<file path="src/rtl/calcu_pkg.sv">
// Shared definitions for the guided-filter coefficient pipeline:
// FSM encoding, latency helpers and default image dimensions.
package calcu_pkg;

  localparam int IMG_W_DEF = 400;
  localparam int IMG_H_DEF = 300;

  typedef enum logic [1:0] {
    ST_IDLE  = 2'd0,
    ST_RUN   = 2'd1,
    ST_DRAIN = 2'd2,
    ST_DONE  = 2'd3
  } state_t;

  // One restoring stage per quotient bit of the widened numerator.
  function automatic int div_lat(input int data_w, input int frac);
    return data_w + frac;
  endfunction

  // Read address on iAddrA to its write on wrenB: RAM latency plus divider.
  function automatic int pipe_lat(input int data_w, input int frac);
    return 1 + div_lat(data_w, frac);
  endfunction

endpackage

</file>
<file path="src/rtl/calcu_a_pipe_div_pipe.sv">
// div_pipe: restoring pipelined divider, one quotient bit per stage,
// NUM_W stages deep, carrying a valid bit and an address tag alongside.
// A zero denominator yields a quotient of 0.
module div_pipe
  import calcu_pkg::*;
#(
  parameter int NUM_W = 31,
  parameter int DEN_W = 25,
  parameter int TAG_W = 17
) (
  input  logic             clk,
  input  logic             rst_n,
  input  logic             in_vld,
  input  logic [NUM_W-1:0] in_num,
  input  logic [DEN_W-1:0] in_den,
  input  logic [TAG_W-1:0] in_tag,
  output logic             out_vld,
  output logic [NUM_W-1:0] out_q,
  output logic [TAG_W-1:0] out_tag,
  output logic             pending
);

  // nq holds the not-yet-consumed numerator bits (high end) and the
  // quotient bits produced so far (low end) in a single shift register.
  logic             vld_r   [NUM_W];
  logic [NUM_W-1:0] nq_r    [NUM_W];
  logic [DEN_W-1:0] rem_r   [NUM_W];
  logic [DEN_W-1:0] den_r   [NUM_W];
  logic [TAG_W-1:0] tag_r   [NUM_W];

  logic             vld_src [NUM_W];
  logic [NUM_W-1:0] nq_src  [NUM_W];
  logic [DEN_W-1:0] rem_src [NUM_W];
  logic [DEN_W-1:0] den_src [NUM_W];
  logic [TAG_W-1:0] tag_src [NUM_W];

  logic [DEN_W:0]   trial   [NUM_W];
  logic [NUM_W-1:0] nq_nxt  [NUM_W];
  logic [DEN_W-1:0] rem_nxt [NUM_W];

  // Stage inputs: stage 0 takes the pipeline inputs, others the previous stage.
  always_comb begin
    vld_src[0] = in_vld;
    nq_src[0]  = in_num;
    rem_src[0] = '0;
    den_src[0] = in_den;
    tag_src[0] = in_tag;
    for (int s = 1; s < NUM_W; s++) begin
      vld_src[s] = vld_r[s-1];
      nq_src[s]  = nq_r[s-1];
      rem_src[s] = rem_r[s-1];
      den_src[s] = den_r[s-1];
      tag_src[s] = tag_r[s-1];
    end
  end

  // Restoring step: shift in the next numerator bit, subtract if it fits.
  always_comb begin
    for (int s = 0; s < NUM_W; s++) begin
      trial[s] = {rem_src[s], nq_src[s][NUM_W-1]};
      if (trial[s] >= {1'b0, den_src[s]}) begin
        rem_nxt[s] = DEN_W'(trial[s] - {1'b0, den_src[s]});
        nq_nxt[s]  = {nq_src[s][NUM_W-2:0], 1'b1};
      end else begin
        rem_nxt[s] = DEN_W'(trial[s]);
        nq_nxt[s]  = {nq_src[s][NUM_W-2:0], 1'b0};
      end
    end
  end

  // Stage registers; valid bits clear on reset so an aborted frame vanishes.
  always_ff @(posedge clk or negedge rst_n) begin
    if (!rst_n) begin
      for (int s = 0; s < NUM_W; s++) begin
        vld_r[s] <= 1'b0;
        nq_r[s]  <= '0;
        rem_r[s] <= '0;
        den_r[s] <= '0;
        tag_r[s] <= '0;
      end
    end else begin
      for (int s = 0; s < NUM_W; s++) begin
        vld_r[s] <= vld_src[s];
        nq_r[s]  <= nq_nxt[s];
        rem_r[s] <= rem_nxt[s];
        den_r[s] <= den_src[s];
        tag_r[s] <= tag_src[s];
      end
    end
  end

  // Anything still in flight ahead of the output stage.
  always_comb begin
    pending = 1'b0;
    for (int s = 0; s < NUM_W - 1; s++) pending = pending | vld_r[s];
  end

  assign out_vld = vld_r[NUM_W-1];
  assign out_tag = tag_r[NUM_W-1];
  assign out_q   = (den_r[NUM_W-1] == '0) ? '0 : nq_r[NUM_W-1];

endmodule

</file>
<file path="src/rtl/calcu_a_pipe.sv">
// calcu_a_pipe: streams a variance plane from RAM A, computes
// a = (var << FRAC) / (var + eps) per pixel through a pipelined divider
// and writes it to RAM B at the same address, one pixel per clock.
// Build option CALCU_A_PIPE_EPS_PORT_EN adds a runtime iEps input that is
// latched at frame start; otherwise the EPS parameter is used.
//
// state | meaning
// IDLE  | waiting for ena, read counter at 0
// RUN   | issuing one read per cycle at address = counter
// DRAIN | no reads, waiting for the divider to empty
// DONE  | one-cycle done pulse
module calcu_a_pipe
  import calcu_pkg::*;
#(
  parameter int IMG_W  = IMG_W_DEF,
  parameter int IMG_H  = IMG_H_DEF,
  parameter int ADDR_W = 17,
  parameter int DATA_W = 24,
  parameter int OUT_W  = 24,
  parameter int FRAC   = 7,
  parameter int EPS    = 400
) (
  input  logic              iCLK,
  input  logic              iRST_N,
  input  logic              ena,
  output logic              busy,
  output logic              done,
  input  logic [DATA_W-1:0] oDataA,
  output logic              wrenA,
  output logic [ADDR_W-1:0] iAddrA,
  output logic              wrenB,
  output logic [ADDR_W-1:0] iAddrB,
  output logic [OUT_W-1:0]  iDataB
`ifdef CALCU_A_PIPE_EPS_PORT_EN
  ,
  input  logic [DATA_W-1:0] iEps
`endif
);

  localparam int N     = IMG_W * IMG_H;
  localparam int NUM_W = div_lat(DATA_W, FRAC);
  localparam int DEN_W = DATA_W + 1;

  state_t            state, state_nxt;
  logic [ADDR_W-1:0] cnt;
  logic              last_rd;
  logic              rd_en;
  logic              vld_a;
  logic [ADDR_W-1:0] addr_a;
  logic [DATA_W-1:0] eps_cur;
  logic [NUM_W-1:0]  num;
  logic [DEN_W-1:0]  den;
  logic              div_vld;
  logic [NUM_W-1:0]  div_q;
  logic [ADDR_W-1:0] div_tag;
  logic              div_pending;

  assign last_rd = (cnt == ADDR_W'(N - 1));

  // State register.
  always_ff @(posedge iCLK or negedge iRST_N) begin
    if (!iRST_N) state <= ST_IDLE;
    else         state <= state_nxt;
  end

  // Next-state logic; ena only matters in IDLE.
  always_comb begin
    state_nxt = state;
    case (state)
      ST_IDLE:  if (ena) state_nxt = ST_RUN;
      ST_RUN:   if (last_rd) state_nxt = ST_DRAIN;
      ST_DRAIN: if (!vld_a && !div_pending) state_nxt = ST_DONE;
      ST_DONE:  state_nxt = ST_IDLE;
      default:  state_nxt = ST_IDLE;
    endcase
  end

  // FSM outputs.
  always_comb begin
    busy   = (state != ST_IDLE);
    done   = (state == ST_DONE);
    rd_en  = (state == ST_RUN);
    iAddrA = rd_en ? cnt : '0;
  end

  // Read address counter, live only in RUN.
  always_ff @(posedge iCLK or negedge iRST_N) begin
    if (!iRST_N)            cnt <= '0;
    else if (rd_en && !last_rd) cnt <= cnt + ADDR_W'(1);
    else                    cnt <= '0;
  end

  // Delay read valid and address to line up with RAM A data.
  always_ff @(posedge iCLK or negedge iRST_N) begin
    if (!iRST_N) begin
      vld_a  <= 1'b0;
      addr_a <= '0;
    end else begin
      vld_a  <= rd_en;
      addr_a <= iAddrA;
    end
  end

`ifdef CALCU_A_PIPE_EPS_PORT_EN
  logic [DATA_W-1:0] eps_r;

  // Epsilon is frozen for the whole frame at the IDLE->RUN transition.
  always_ff @(posedge iCLK or negedge iRST_N) begin
    if (!iRST_N)                      eps_r <= DATA_W'(EPS);
    else if (state == ST_IDLE && ena) eps_r <= iEps;
  end

  assign eps_cur = eps_r;
`else
  assign eps_cur = DATA_W'(EPS);
`endif

  assign num   = {oDataA, {FRAC{1'b0}}};
  assign den   = {1'b0, oDataA} + {1'b0, eps_cur};
  assign wrenA = 1'b0;

  div_pipe #(
    .NUM_W (NUM_W),
    .DEN_W (DEN_W),
    .TAG_W (ADDR_W)
  ) u_div (
    .clk     (iCLK),
    .rst_n   (iRST_N),
    .in_vld  (vld_a),
    .in_num  (num),
    .in_den  (den),
    .in_tag  (addr_a),
    .out_vld (div_vld),
    .out_q   (div_q),
    .out_tag (div_tag),
    .pending (div_pending)
  );

  // Quotient never exceeds 2^FRAC, so truncation to OUT_W is lossless.
  assign wrenB  = div_vld;
  assign iAddrB = div_vld ? div_tag : '0;
  assign iDataB = div_vld ? OUT_W'(div_q) : '0;

endmodule
</file>
<file path="config.mk">
export PLATFORM = sky130hd
export DESIGN_NAME = calcu_a_pipe
export DESIGN_NICKNAME = d
export VERILOG_FILES = /design/src/rtl/calcu_pkg.sv /design/src/rtl/calcu_a_pipe_div_pipe.sv /design/src/rtl/calcu_a_pipe.sv
export SDC_FILE = /design/constraint.sdc
export NUM_CORES = 2
export LEC_CHECK = 0
export ABC_CLOCK_PERIOD_IN_PS = 5950
export CORE_MARGIN = 10
export CORE_UTILIZATION = 55
export DETAILED_ROUTE_END_ITERATION = 6
export PLACE_DENSITY = 0.71
export SETUP_SLACK_MARGIN = 0.1
export SLEW_MARGIN = 40
export SYNTH_ARGS = -nofsm -noshare
export SYNTH_HDL_FRONTEND = slang
export SYNTH_SLANG_ARGS = --single-unit
</file>
<file path="constraint.sdc">
create_clock -name iCLK -period 5.95 [get_ports iCLK]
set_input_delay 0.8925 -clock iCLK [delete_from_list [all_inputs] [get_ports iCLK]]
set_output_delay 0.8925 -clock iCLK [all_outputs]
set_load 0.01 [all_outputs]
</file>
==> flow_summary.ini <==
[power_and_ir_drop]
power.share.sequential_pct = 34.8
largest_vdd_supply_drop_v = 0.000379
power_density_mw_per_mm2 = 570
power.leakage_nw = 59.9
switching_power_mw = 26.0
combinationalPowerShare_pct = 40.5
power.switching_fraction_pct = 36.3
power.share.clock_pct = 24.8
power.total_mw = 71.5
cell_internal_pwr_mw = 45.5

[worst_setup_path]
critPathMaxFanout = 40
crit_path_end_kind = register
setup.worst_path.class = register to register
cp_data_required_time_ns = 6.70
timing.critical_path.from_type = register
cp_data_arrival_time_ns = 4.82

[clock_network]
cts-htree-levels = 5
cts_tree = built
clk_sinks = 2610
cts_post_setup_buffers_inserted = 0
clk_transition_reported_paths_ns = 0.06
cts-resized-gates = 0
clock_latency_late_sink_ns = 0.91
cts_max_path_buffers = 4
cts_buffers = 285
cts_root_buffer = sky130_fd_sc_hd__clkbuf_16

[worst_hold_path]
hp-class = register to register

[detailed_routing]
met1_layer_wirelength_in_the_final_routing_mm = 104
via_per_inst = 5.54
routed_wl_mm = 256
antenna_left = 0
drc_violations_left = 1
detailedRoute.firstIterationViolations = 4674
wl_per_cell_microns = 20.2
dr_total_vias = 70300
drt_pre_antenna_iters = 7
met3_length_mm = 9.39
met2RoutedLength_mm = 130
highest_layer = met4

[synthesis]
synth_async_sr_flop_share_pct = 100
post-synth-top-area-cell = sky130_fd_sc_hd__dfrtp_1
yosysWarnings = 0
synth_area_sq_mm = 0.111
average_size_of_a_mapped_cell_sq_um = 11.7
yosys-top-cells-area = sky130_fd_sc_hd__dfrtp_1 59%, sky130_fd_sc_hd__ha_1 8.5%, sky130_fd_sc_hd__inv_1 3.1%
synth-edff-count = 0
synth_top_area_share_pct = 58.7
synth_cells = 9471
synth_top_flop_cell = sky130_fd_sc_hd__dfrtp_1
yosys.cell_count.top_type = sky130_fd_sc_hd__dfrtp_1
synth_top_cells_by_count = 2,610 x sky130_fd_sc_hd__dfrtp_1, 925 x sky130_fd_sc_hd__inv_1, 757 x sky130_fd_sc_hd__ha_1
postSynthRegisterBits = 2610
synth-seq-area-share_pct = 58.7
synth.distinct_cells = 94

[global_route]
grt_util_all_layers_pct = 23.0
grt_start_max_net_pins = 160
grt_first_pass_wirelength_mm = 406
grt_overflow = 0
grt_antenna_before_repair = 8
first_global_vias = 72800

[timing]
rsz0062_at_grt = no
layout_worst_path_cycle_share_pct = 68.2
finalHoldViolCount = 0
tns_ns = 0
max_freq_mhz = 246
max-slew-margin-rel_pct = 47.2
setup_viol_count_final = 0
maxSlewViolCount = 0
finalCriticalPeriod_ns = 4.06
worst_pin_slew_ns = 0.793
fin_skew_ns = 0.0558

[layout]
final_nets = 10600
final_layout_size_suffix_gt1_share_pct = 9.00
postLayoutCellArea_sq_mm = 0.125
ff_latch_area_sq_mm = 0.0653
final-instance-count-excl-fill = 12700
flow.area_growth_from_synthesis_pct = 12.8
multi_input_area_sq_mm = 0.0420
fill_cell_count = 15400

[floorplanning]
core_region_area_sq_mm = 0.200
row_count = 164
boundaryPins = 89
start_util_pct = 55.5
die_footprint_sq_mm = 0.221
die_w_microns = 470
die_y_microns = 470

[placed_design]
hpwl_mm = 188
place.port_buffers = 87
weighted_congestion_at_the_end_of_routability_driven_global_placement = 0.933
postPlaceCellArea_sq_mm = 0.116
placed_cells = 12200

[run]
timing.max_cap.violations = 0

[run_status]
result_of_the_run = finished, violations left
violations = design-rule violations
[cell usage in the layout, fill, tap and decap left out, types with 56 or more instances in the layout]
cell type / instances
sky130_fd_sc_hd__nor2b_1: 112
sky130_fd_sc_hd__clkdlybuf4s50_1: 86
sky130_fd_sc_hd__xor2_1: 232
sky130_fd_sc_hd__a21o_1: 323
sky130_fd_sc_hd__and2_1: 75
sky130_fd_sc_hd__nor2_1: 507
sky130_fd_sc_hd__mux2_2: 283
sky130_fd_sc_hd__nor3_1: 107
sky130_fd_sc_hd__xnor2_1: 349
sky130_fd_sc_hd__o21a_1: 119
sky130_fd_sc_hd__inv_1: 925
sky130_fd_sc_hd__nand4_1: 103
sky130_fd_sc_hd__buf_4: 56
sky130_fd_sc_hd__o21bai_1: 71
sky130_fd_sc_hd__clkbuf_16: 292
sky130_fd_sc_hd__nand2b_1: 120
sky130_fd_sc_hd__ha_1: 757
sky130_fd_sc_hd__o21ai_0: 510
sky130_fd_sc_hd__and3_1: 62
sky130_fd_sc_hd__a31oi_1: 62
sky130_fd_sc_hd__a21oi_1: 638
sky130_fd_sc_hd__nand2_1: 535
sky130_fd_sc_hd__dfrtp_1: 2610
sky130_fd_sc_hd__nand3_1: 110
[routing by layer]
| layer | vias up | GRT usage [%] |
|---|---|---|
| li1 | 33200 | - |
| met1 | 34900 | 28.3 |
| met2 | 1654 | 40.7 |
| met3 | 560 | 2.87 |
| met4 | 0 | 10.3 |
| met5 | - | 0 |
[power by group through the flow]
stage	Combinational [mW]	Sequential, mW	Clock [mW]
detailed placement	28.4	25.1	0
CTS	28.8	24.9	18.1
floorplan	22.2	23.5	0
global route	32.2	25.2	18.9
global placement	27.8	25.1	0
finish	28.9	24.8	17.7
[worst max-delay path: stages (launching register included)]
cell	delay (ns)
sky130_fd_sc_hd__dfrtp_1	0.39
sky130_fd_sc_hd__ha_1	0.24
sky130_fd_sc_hd__fa_1	0.41
sky130_fd_sc_hd__nor2b_1	0.14
sky130_fd_sc_hd__o21ai_0	0.11
sky130_fd_sc_hd__a21boi_0	0.19
sky130_fd_sc_hd__o21ai_0	0.16
sky130_fd_sc_hd__a21oi_1	0.42
sky130_fd_sc_hd__a31oi_1	0.28
sky130_fd_sc_hd__o31ai_1	0.44
sky130_fd_sc_hd__a21bo_2	0.74
sky130_fd_sc_hd__mux2_2	0.42
[stage by stage]
stage / hold WS, ns / worst slack [ns] / utilization, %
after floorplan: 0.331 / 2.77 / -
after CTS: 0.317 / 1.79 / 62.4
after global placement: 0.331 / 2.02 / 57.7
final: 0.316 / 1.89 / 62.6
after detailed placement: 0.335 / 2.01 / 57.7
after global routing: 0.331 / 1.62 / 62.6
[cell type report]
class                      count  share of cell area, %
multi-input combinational   5806                   33.5
clock inverter               107                   1.10
sequential                  2610                   52.1
timing repair buffer         167                   1.46
inverter                     928                   2.78
clock buffer                 374                   6.42
antenna                       34                 0.0678
tap                         2656                   2.65
[what timing repair did]
action                     4_1_cts  5_1_grt
hold buffers                     1        0
hold endpoints to repair        58        0
setup endpoints to repair        0        0
[sequential cells by signal (all words and copies together), names as in the netlist]
name	count
u_div.vld_r	30
addr_a	17
cnt	17
u_div.tag_r	510
u_div.nq_r	490
u_div.den_r	775
u_div.out_vld	1
vld_a	1
u_div.out_tag	17
u_div.rem_r	750
state	2
[cells by family after synthesis]
family | count (synthesis) | synth area share (%)
muxes | 313 | 3.14
and+or+nand+nor | 1950 | 8.56
AOI/OAI and AO/OA | 2152 | 12.3
other | 1 | 0.00337
buffers and inverters | 1079 | 3.69
adders and majority gates | 785 | 9.02
DFF | 2610 | 58.7
xor gates and xnor gates | 581 | 4.58
[worst paths after layout]
kind                               endpoint        startpoint  slack, ns  depth (start not counted)
max in group asynchronous  u_div.tag_r[180]            iRST_N       3.63                          5
setup reg to reg           u_div.rem_r[278]  u_div.den_r[300]       1.89                         11
min in group asynchronous    u_div.den_r[2]            iRST_N       0.55                          2
setup / recovery           u_div.rem_r[278]  u_div.den_r[300]       1.89                         11
hold / removal             u_div.tag_r[390]  u_div.tag_r[407]       0.32                          0
hold reg to reg            u_div.tag_r[390]  u_div.tag_r[407]       0.32                          0
No activity file was read; power rests on OpenSTA's default activity.
